## src/rtl/mem_access.sv

```systemverilog
// mem_access: MEM-stage load/store engine and MEM/WB pipeline register.
//   clk, rst (async, active-low); mem_* : instruction from EX/MEM;
//   flush : kill current instruction; stallreq : hold upstream stages;
//   dreq_* : data-memory request (valid/ready); dresp_* : load response;
//   wb_* : registered write-back fields.
//   Optional macro MEM_ALIGN_CHECK_EN enables misaligned-access detection (wb_ale).
module mem_access (
   input  logic        clk,
   input  logic        rst,
   input  logic [4:0]  mem_wd,
   input  logic        mem_wreg,
   input  logic [31:0] mem_wdata,
   input  logic        mem_inst_valid,
   input  logic [31:0] mem_inst_pc,
   input  logic [7:0]  mem_aluop,
   input  logic [31:0] mem_mem_addr,
   input  logic [31:0] mem_reg2,
   input  logic [1:0]  mem_excepttype,
   input  logic        flush,
   output logic        stallreq,
   output logic        dreq_valid,
   input  logic        dreq_ready,
   output logic        dreq_we,
   output logic [31:0] dreq_addr,
   output logic [3:0]  dreq_wstrb,
   output logic [31:0] dreq_wdata,
   input  logic        dresp_valid,
   input  logic [31:0] dresp_rdata,
   output logic [4:0]  wb_wd,
   output logic        wb_wreg,
   output logic [31:0] wb_wdata,
   output logic        wb_inst_valid,
   output logic [31:0] wb_inst_pc,
   output logic [1:0]  wb_excepttype,
   output logic        wb_ale
);
   localparam logic [7:0] EXE_LD_B_OP  = 8'h20;
   localparam logic [7:0] EXE_LD_H_OP  = 8'h21;
   localparam logic [7:0] EXE_LD_W_OP  = 8'h22;
   localparam logic [7:0] EXE_LD_BU_OP = 8'h23;
   localparam logic [7:0] EXE_LD_HU_OP = 8'h24;
   localparam logic [7:0] EXE_ST_B_OP  = 8'h25;
   localparam logic [7:0] EXE_ST_H_OP  = 8'h26;
   localparam logic [7:0] EXE_ST_W_OP  = 8'h27;

   typedef enum logic [1:0] {IDLE, REQ, WAIT} state_t;
   state_t state, state_nx;
   logic [31:0] addr_q, wdata_q, wdata_c, ld_shift, ld_data;
   logic [3:0]  wstrb_q, wstrb_c;
   logic [7:0]  aluop_q;
   logic [15:0] ld_half;
   logic        we_q, kill_q, is_load, is_store, is_mem, ale, issue, load_done, bubble;

   assign is_load  = mem_aluop inside {EXE_LD_B_OP, EXE_LD_H_OP, EXE_LD_W_OP, EXE_LD_BU_OP, EXE_LD_HU_OP};
   assign is_store = mem_aluop inside {EXE_ST_B_OP, EXE_ST_H_OP, EXE_ST_W_OP};
   assign is_mem   = mem_inst_valid && (is_load || is_store);
`ifdef MEM_ALIGN_CHECK_EN
   assign ale = is_mem && (((mem_aluop inside {EXE_LD_H_OP, EXE_LD_HU_OP, EXE_ST_H_OP}) && mem_mem_addr[0]) ||
                           ((mem_aluop inside {EXE_LD_W_OP, EXE_ST_W_OP}) && mem_mem_addr[1:0] != 2'b00));
`else
   assign ale = 1'b0;
`endif
   // rst gating keeps every request output quiet while reset is asserted
   assign issue = rst && state == IDLE && is_mem && !flush && !ale;
   assign wstrb_c = mem_aluop == EXE_ST_B_OP ? 4'b0001 << mem_mem_addr[1:0] :
                    mem_aluop == EXE_ST_H_OP ? (mem_mem_addr[1] ? 4'b1100 : 4'b0011) :
                    mem_aluop == EXE_ST_W_OP ? 4'b1111 : 4'b0000;
   assign wdata_c = mem_aluop == EXE_ST_B_OP ? {4{mem_reg2[7:0]}} :
                    mem_aluop == EXE_ST_H_OP ? {2{mem_reg2[15:0]}} :
                    mem_aluop == EXE_ST_W_OP ? mem_reg2 : 32'h0;

   // lane selection uses the address latched at issue, not the live input
   assign ld_shift = dresp_rdata >> {addr_q[1:0], 3'b000};
   assign ld_half  = addr_q[1] ? dresp_rdata[31:16] : dresp_rdata[15:0];
   assign ld_data  = aluop_q == EXE_LD_B_OP  ? {{24{ld_shift[7]}}, ld_shift[7:0]} :
                     aluop_q == EXE_LD_BU_OP ? {24'h0, ld_shift[7:0]} :
                     aluop_q == EXE_LD_H_OP  ? {{16{ld_half[15]}}, ld_half} :
                     aluop_q == EXE_LD_HU_OP ? {16'h0, ld_half} : dresp_rdata;
   assign load_done = state == WAIT && dresp_valid;
   // a killed drain still lets the stage advance, but nothing reaches write-back
   assign bubble = stallreq || flush || kill_q;

   always_comb begin
      state_nx   = state;
      dreq_valid = 1'b0;
      dreq_we    = 1'b0;
      dreq_addr  = 32'h0;
      dreq_wstrb = 4'h0;
      dreq_wdata = 32'h0;
      stallreq   = 1'b0;
      case (state)
         IDLE: if (issue) begin
            dreq_valid = 1'b1;
            dreq_we    = is_store;
            dreq_addr  = {mem_mem_addr[31:2], 2'b00};
            dreq_wstrb = wstrb_c;
            dreq_wdata = wdata_c;
            stallreq   = !dreq_ready || is_load;
            state_nx   = !dreq_ready ? REQ : is_load ? WAIT : IDLE;
         end
         REQ: begin
            dreq_valid = 1'b1;
            dreq_we    = we_q;
            dreq_addr  = {addr_q[31:2], 2'b00};
            dreq_wstrb = wstrb_q;
            dreq_wdata = wdata_q;
            // an accepted store finishes here, so the stage may advance
            stallreq   = !(dreq_ready && we_q);
            state_nx   = !dreq_ready ? REQ : we_q ? IDLE : WAIT;
         end
         WAIT: begin
            stallreq = !dresp_valid;
            state_nx = dresp_valid ? IDLE : WAIT;
         end
         default: state_nx = IDLE;
      endcase
   end

   always_ff @(posedge clk or negedge rst) begin
      if (!rst) begin
         state         <= IDLE;
         addr_q        <= 32'h0;
         wdata_q       <= 32'h0;
         wstrb_q       <= 4'h0;
         we_q          <= 1'b0;
         aluop_q       <= 8'h0;
         kill_q        <= 1'b0;
         wb_wd         <= 5'h0;
         wb_wreg       <= 1'b0;
         wb_wdata      <= 32'h0;
         wb_inst_valid <= 1'b0;
         wb_inst_pc    <= 32'h0;
         wb_excepttype <= 2'h0;
         wb_ale        <= 1'b0;
      end else begin
         state <= state_nx;
         if (issue) begin
            addr_q  <= mem_mem_addr;
            wdata_q <= wdata_c;
            wstrb_q <= wstrb_c;
            we_q    <= is_store;
            aluop_q <= mem_aluop;
         end
         kill_q        <= state_nx == IDLE ? 1'b0 : kill_q || (state != IDLE && flush);
         wb_wd         <= bubble ? 5'h0 : mem_wd;
         wb_wreg       <= bubble ? 1'b0 : mem_wreg && !(is_mem && is_store) && !ale;
         wb_wdata      <= bubble ? 32'h0 : load_done ? ld_data : mem_wdata;
         wb_inst_valid <= bubble ? 1'b0 : mem_inst_valid;
         wb_inst_pc    <= bubble ? 32'h0 : mem_inst_pc;
         wb_excepttype <= bubble ? 2'h0 : mem_excepttype;
         wb_ale        <= bubble ? 1'b0 : ale;
      end
   end
endmodule

```

## config.mk

```make
export PLATFORM = sky130hd
export DESIGN_NAME = mem_access
export DESIGN_NICKNAME = d
export VERILOG_FILES = /design/src/rtl/mem_access.sv
export SDC_FILE = /design/constraint.sdc
export NUM_CORES = 1
export LEC_CHECK = 0
export CAP_MARGIN = 20
export CORE_ASPECT_RATIO = 1.75
export CORE_MARGIN = 2
export CORE_UTILIZATION = 35
export CTS_CLUSTER_DIAMETER = 200
export DETAILED_ROUTE_END_ITERATION = 10
export PLACE_DENSITY_LB_ADDON = 0.15
export SLEW_MARGIN = 20
export SYNTH_ARGS = -nofsm -noshare
export SYNTH_HDL_FRONTEND = slang
export SYNTH_SLANG_ARGS = --single-unit
```

## constraint.sdc

```tcl
create_clock -name clk -period 5.3 [get_ports clk]
set_input_delay 0.53 -clock clk [delete_from_list [all_inputs] [get_ports clk]]
set_output_delay 0.53 -clock clk [all_outputs]
set_load 0.1 [all_outputs]
```

---- After elaboration in Yosys (flattened, before gate mapping) ----
Index checks and enable logic that the tools add are counted.
operators by class
  equal/unequal tests ..................... 14
  reduce and logical (&&, ||, !) cells .... 24
  mux-type cells .......................... 39
  shifts and indexed selects .............. 2
operator list
  operator                                                               count
  32-bit 2-to-1 mux                                                      12
  32-bit case mux with 2 select lines                                    2
  8-bit by 6-bit equality test with 1-bit output, second input constant  12
  32-bit by 5-bit right shift with 8-bit output                          1
  4-bit 2-to-1 mux                                                       5
  16-bit 2-to-1 mux                                                      1
  2-bit 2-to-1 mux                                                       7
  1-bit logical AND                                                      9
  4-bit case mux with 2 select lines                                     1
  1-bit 2-to-1 mux                                                       6
  2-bit case mux with 3 select lines                                     1
  1-bit zero test                                                        5
  1-bit logical OR                                                       5
  5-bit 2-to-1 mux                                                       1
  5-bit nonzero test                                                     1
  2-bit zero test                                                        2
  1-bit case mux with 2 select lines                                     2
  1-bit by 2-bit left shift with 4-bit output, first input constant      1
  1-bit case mux with 3 select lines                                     1
  3-bit nonzero test                                                     1
  2-bit by 1-bit equality test with 1-bit output, second input constant  1
  2-bit equality test, second input constant                             1
  2-bit nonzero test                                                     1
word-level totals
  register bits ........................... 153
  logic and storage cells ................. 92
  input port bits ......................... 182

---- Depth between registers and ports, before layout ----
Gate-level depths: netlist of run 1.
  word-level depth ........................ 11
  depth in mapped cells ................... 8
  mapped depth without buffers ............ 5

---- Worst setup path before layout of run 1 ----
OpenSTA, ideal clock, no wires.
  kind .................................... input to output
  start ................................... input mem_aluop[2]
  end ..................................... output dreq_wdata[16]
  buffers on the path ..................... 2
  data required time ...................... 4.770 ns
  stages on the path ...................... 6
  setup slack ............................. 1.307 ns
  data arrival time ....................... 3.463 ns
  cell sequence ........................... buf_4 -> and4_1 -> and2_1 -> buf_2 -> o21ai_1 -> o21ai_0
between the ends
  longest elaborated chain between the ends .. 8
  elaborated cells between the ends (all ways) .. 19
RTL lines
  element                                                            line    source
  start, declared                                                    15      input logic [7:0] mem_aluop,
  8-bit by 6-bit equality test with 1-bit output (on tied branches)  --
  5-bit nonzero test / 3-bit nonzero test (equally long branches)    54, 55
  1-bit logical OR                                                   56      assign is_mem = mem_inst_valid && (is_load || is_store);
  1-bit logical AND                                                  56
  1-bit logical AND (2 in a row)                                     64      assign issue = rst && state == IDLE && is_mem && !flush && !ale;
  32-bit 2-to-1 mux *                                                92      IDLE: if (issue) begin
  32-bit case mux with 2 select lines *                              91      case (state)
  end, declared                                                      26      output logic [31:0] dreq_wdata,
Every way passes the cells marked *; elsewhere a longest branch is shown, timed or not.

---- Worst setup path in the final report of run 1 ----
  start ................................... input rst
  end ..................................... output dreq_wstrb[3]
between the ends
  longest elaborated chain between the ends .. 5
RTL lines
  element                             line  source
  start, declared                     9     input logic rst,
  1-bit logical AND (3 in a row)      64
  4-bit 2-to-1 mux                    92
  4-bit case mux with 2 select lines  91
  end, declared                       25    output logic [3:0] dreq_wstrb,
No other way between the ends.

==> qor.yml, run 1 <==
status:
  status: "complete, no violations"
logic_synthesis:
  synth_ff_type: "dfrtp_1"
  synth_top_area_share: 0.503
  synth_area_um2: 7610
  ys_ff_latch: 153
  yosysTopAreaCell: "dfrtp_1"
  synth-seq-area-share: 0.503
  syn_inst: 796
  ys_warn_count: 0
  ys_types: 54
  synth.avg_cell_area_um2: 9.56
  synthTopCellsByCount: "nand2_1 (227), dfrtp_1 (153), a21o_1 (51)"
  synth_edf_count: 0
  async_reset_ff_frac: 1.00
  synth_area_leaders: "dfrtp_1 (50%), nand2_1 (11%), a21o_1 (5.0%), a22o_1 (4.3%), and2_1 (4.1%)"
  synth.most_common_cell: "nand2_1"
drt:
  wl_per_cell_um: 18.5
  vias: 7082
  routed_via_density: 5.08
  drt-initial-drc-count: 391
  dr.pass1.iters: 5
  drcViolationCount: 0
  ant_nets: 0
  wl_mm: 25.8
floorplan:
  num_rows: 71
  dieHeight_um: 199
  initial_core_util: 0.355
  io_pins: 327
  coreArea_um2: 21400
  die_x_um: 115
  dieArea_um2: 23000
placed_design:
  postPlaceCellArea_um2: 10800
  io_buffer_count: 323
  place_congestion: 0.838
  hpwlAfterDp_mm: 18.8
clocking:
  insertion_delay_ns: 0.42
  cts-resized-gates: 0
  clk_path_buf_depth: 2
  root_buffer: "clkbuf_16"
  cts_tree: "yes"
  clock_sinks: 153
  holdBufCountCts: 1
  cts_buffers: 17
  h-tree-depth: 4
  postCtsSetupBuffers: 0
  clkTransAtPathRegs_ns: 0.06
power:
  ir_worst_vdd_v: 0.000178
  power_density_nw_per_um2: 295
  p_leak_uw: 0.00572
final_layout:
  nets: 1271
  areaGrowthSynthToFinish_pct: 51.4
  drive_gt1_frac: 0.134
  design_area_um2: 11500
sta:
  period_share: 0.768
  final.setup.tns_ns: 0
  fmax_mhz: 246
  clock_skew_ns: 0.00830
  worstMarginPinSlew_ns: 1.06
  setup_viol: 0
  hold_viol: 0
  slew_viol_final: 0
  rsz0062_at_grt: "no"
  relSlewSlack: 0.288
  final.min_clock_period_ns: 4.07
critical_path:
  critPathTopFamily: "buffers and inverters"
  worstPathRequired_ns: 4.77
  cp_num_buf_inv: 4
  crit_type: "in2out"
  arrival_ns: 3.54
  crit_path_start_kind: "input port"
  cp_max_fo: 60
  crit_chain: "dlygate4sd3_1 > buf_6 > nand2_1 > nor4_4 > nand2_2 > buf_4 > or3_1 > nand2_1 > buf_4"
  crit_start: "rst"
  critPathSlowestCell: "dlygate4sd3_1"
  timing.rr.start: "state[0]"
  crit_path_max_incr_delay_ns: 0.54
  end_kind: "primary output"
global_route:
  grt_overflow: 0
  antenna_found_initial: 1
  grt_pass1_vias: 7043
  grt_max_degree: 69
  track_usage: 0.224
  grt_pass1_wl_mm: 39.1
min_path:
  hp-class: "reg2reg"
  worstHoldStart: "aluop_q[5]"
flow_run:
  drv_cap: 0
==> cells in the final DEF (no fill, tap or decap), types with 10 or more instances in the layout <==
cell / n
a21oi_1: 25
buf_4: 76
clkdlybuf4s50_1: 253
o211ai_1: 15
a22o_1: 37
and2_1: 49
dfrtp_1: 153
a22oi_1: 13
o21ai_0: 29
nor2_1: 28
clkbuf_16: 17
a21o_1: 51
nand2_1: 226
a31oi_2: 10
==> state kept, by name, indices dropped and copies added (netlist names) <==
signal and cells:
state 2, addr_q 32, aluop_q 8, wb_wdata 32
wstrb_q 4, we_q 1, wdata_q 32, wb_wreg 1
wb_excepttype 2, kill_q 1, wb_inst_valid 1, wb_wd 5
wb_inst_pc 32
==> area by class of cell <==
type,instances,area [µm²]
clock inverters,11,243
multi-input cells,585,3500
flip-flops and latches,153,3830
clock buffers,19,443
repair buffers,331,3120
diodes,1,2.50
well taps,292,365
fillers,1966,9900
inverters,1,3.75
==> routing by layer <==
layer	vias up	GRT usage	share of wire
met5	-	0	0
met4	0	0.116	0.043
met3	58	0.0542	0.062
met2	265	0.392	0.53
met1	3438	0.246	0.36
li1	3321	-	-
==> report_power, final <==
group | internal [µW] | switching [µW] | leakage [µW]
sequential | 1230 | 37.8 | 0.00204
combinational | 260 | 433 | 0.00335
clock | 941 | 495 | 0.000326
total | 2430 | 966 | 0.00572
==> stage by stage <==
step                      instances  hold WS (ns)  utilization  power (µW)  setup slack (ns)
after floorplan                 798         0.234            -        1710              1.31
final                          1393         0.460        0.538        3400              1.23
after detailed placement       1361         0.437        0.505        1990              1.62
after CTS                      1392         0.466        0.538        3440              1.19
after global routing           1393         0.489        0.538        3520             0.956
after global placement         1361         0.437        0.505        1980              1.60
==> cells by family after synthesis <==
kind of cell           share of synthesized area
flip-flops                                 0.503
XOR/XNOR                                 0.00230
buffers and inverters                     0.0401
multiplexers                              0.0405
AO/OA/AOI/OAI                              0.206
AND/OR/NAND/NOR                            0.207
other                                   0.000493
==> path summary, 6_finish.rpt <==
kind	to	slack, ns	cells after the start
min in group asynchronous	wb_inst_pc[27]	0.56	2
worst max-delay path	dreq_wstrb[3]	1.23	9
worst min register to register	aluop_q[5]	0.46	1
worst min-delay path	aluop_q[5]	0.46	1
max in group asynchronous	addr_q[11]	2.77	4
worst max register to register	wb_wdata[16]	2.51	4
Power figures use the tool's default switching activity.
==> run 2: changes to the inputs <==
==> constraint.sdc (replaced) <==
create_clock -name clk -period 3.7 [get_ports clk]
set_input_delay 0.37 -clock clk [delete_from_list [all_inputs] [get_ports clk]]
set_output_delay 0.37 -clock clk [all_outputs]
set_load 0.1 [all_outputs]
==> run 2 against run 1 <==
  * Utilization grew 4.0 points
  * Power rose by 37%
  * Setup slack got worse by 0.61 ns
  * Register-to-register slack lost 1.2 ns
  * Highest routed layer unchanged
==> qor.yml, run 2 (synthesized netlist as in run 1, its figures left out) <==
sta:
  hold_viol: 0
  relSlewSlack: 0.301
  worstMarginPinSlew_ns: 1.04
  slew_viol_final: 0
  clock_skew_ns: 0.00592
  final.min_clock_period_ns: 3.09
  period_share: 0.834
  fmax_mhz: 324
  rsz0062_at_grt: "no"
  setup_viol: 0
placed_design:
  postPlaceCellArea_um2: 11800
  io_buffer_count: 323
  place_congestion: 0.799
  hpwlAfterDp_mm: 18.9
final_layout:
  mostFrequentLayoutCells: "clkdlybuf4s50_1 (253), nand2_1 (226), dfrtp_1 (153), buf_12 (72), a21o_1 (51)"
  nets: 1276
  design_area_um2: 12400
  areaGrowthSynthToFinish_pct: 62.6
  drive_gt1_frac: 0.138
  final_common_cell: "clkdlybuf4s50_1"
  num-fill-cells: 1892
critical_path:
  cp_num_buf_inv: 1
  arrival_ns: 2.72
  timing.rr.start: "aluop_q[0]"
  crit_chain: "nor4_4 > and2_1 > o21ai_1 > o21ai_0 > buf_12"
  regToRegSetupSlack_ns: 1.28
  rr_worst_depth: 5
  crit_path_max_incr_delay_ns: 0.50
  cp.depth: 5
  crit_type: "reg2out"
  end_kind: "primary output"
  crit_path_start_kind: "flop"
  cp-endpoint: "dreq_wdata[16]"
  crit_start: "state[0]"
  critPathTopFamily: "simple AND/OR/NAND/NOR gates"
  critPathSlowestCell: "nor4_4"
  cp_max_fo: 8
  worstPathRequired_ns: 3.33
  r2r-end: "wb_wdata[11]"
global_route:
  antenna_found_initial: 1
  grt_overflow: 0
  grt_pass1_vias: 7034
  grt_max_degree: 154
  track_usage: 0.224
  grt_pass1_wl_mm: 39.0
drt:
  dr_wl_met3_mm: 1.69
  drcViolationCount: 0
  dr_wl_met2_mm: 14.0
  vias: 7019
  wl_per_cell_um: 18.4
  drt-initial-drc-count: 438
  routed_via_density: 5.02
  top_layer: "met4"
  wl_mm: 25.7
  wl_met1_mm: 9.05
  dr.pass1.iters: 4
  ant_nets: 0
power:
  power_uw: 4650
  p_leak_uw: 0.00591
  power_density_nw_per_um2: 376
  ir_worst_vdd_v: 0.000229
clocking:
  postCtsSetupBuffers: 0
  cts_tree: "yes"
  insertion_delay_ns: 0.42
  h-tree-depth: 4
  clock_sinks: 153
  cts_buffers: 17
  clkTransAtPathRegs_ns: 0.06
  clk_path_buf_depth: 2
  holdBufCountCts: 0
  cts-resized-gates: 0
  root_buffer: "clkbuf_16"
floorplan:
  dieHeight_um: 199
  coreArea_um2: 21400
  initial_core_util: 0.355
  num_rows: 71
  io_pins: 327
  dieArea_um2: 23000
  die_x_um: 115
min_path:
  hp-class: "in2async"
flow_run:
  drv_cap: 0
status:
  status: "complete, no violations"
[run 2: cell count changes in the layout (fill, tap and decap cells not counted), sizes merged]
cell	change
buf	+6
bufinv	-3
clkinv	+4
clkinvlp	-1
diode	+1
dlygate4sd3	-1
[run 2: area by class of cell]
type / instances / area (µm²) / share of cell area
sequential: 153 / 3830 / 0.309
clock buffer: 19 / 433 / 0.0350
inverter: 1 / 3.75 / 0.000303
antenna: 2 / 5.00 / 0.000405
tap: 292 / 365 / 0.0295
clock inverter: 11 / 173 / 0.0140
timing repair buffer: 336 / 4060 / 0.328
multi-input combinational: 585 / 3500 / 0.283
[run 2: per-stage QoR]
| step | TNS, ns | utilization | cells | hold WS (ns) | setup WS, ns |
|---|---|---|---|---|---|
| floorplan | -0.403 | - | 798 | 0.0744 | -0.101 |
| global placement | 0 | 0.549 | 1367 | 0.442 | 0.636 |
| detailed placement | 0 | 0.549 | 1367 | 0.454 | 0.575 |
| CTS | 0 | 0.578 | 1397 | 0.155 | 0.531 |
| global route | 0 | 0.578 | 1398 | 0.136 | 0.396 |
| finish | 0 | 0.578 | 1399 | 0.0943 | 0.615 |
[run 2: how the worst min path moves through the flow]
stage,start,to,slack (ns),cells past startpoint
5_1_grt,rst,wb_inst_pc[27],0.14,2
4_1_cts,rst,wb_inst_pc[27],0.15,2
2_1_floorplan,rst,addr_q[0],0.07,0
3_5_place_dp,aluop_q[5],aluop_q[5],0.45,1
3_3_place_gp,aluop_q[5],aluop_q[5],0.44,1
6_report,rst,wb_inst_pc[27],0.09,2
[run 2: report_power, final]
| part | internal, µW | switching [µW] |
|---|---|---|
| clock | 1130 | 703 |
| combinational | 379 | 620 |
| sequential | 1760 | 55.2 |
| total | 3270 | 1380 |
[run 2: per-layer routing]
layer,global-route usage,vias to the layer above
met2,0.402,274
li1,-,3335
met3,0.0619,49
met5,0,-
met4,0.110,0
met1,0.236,3361
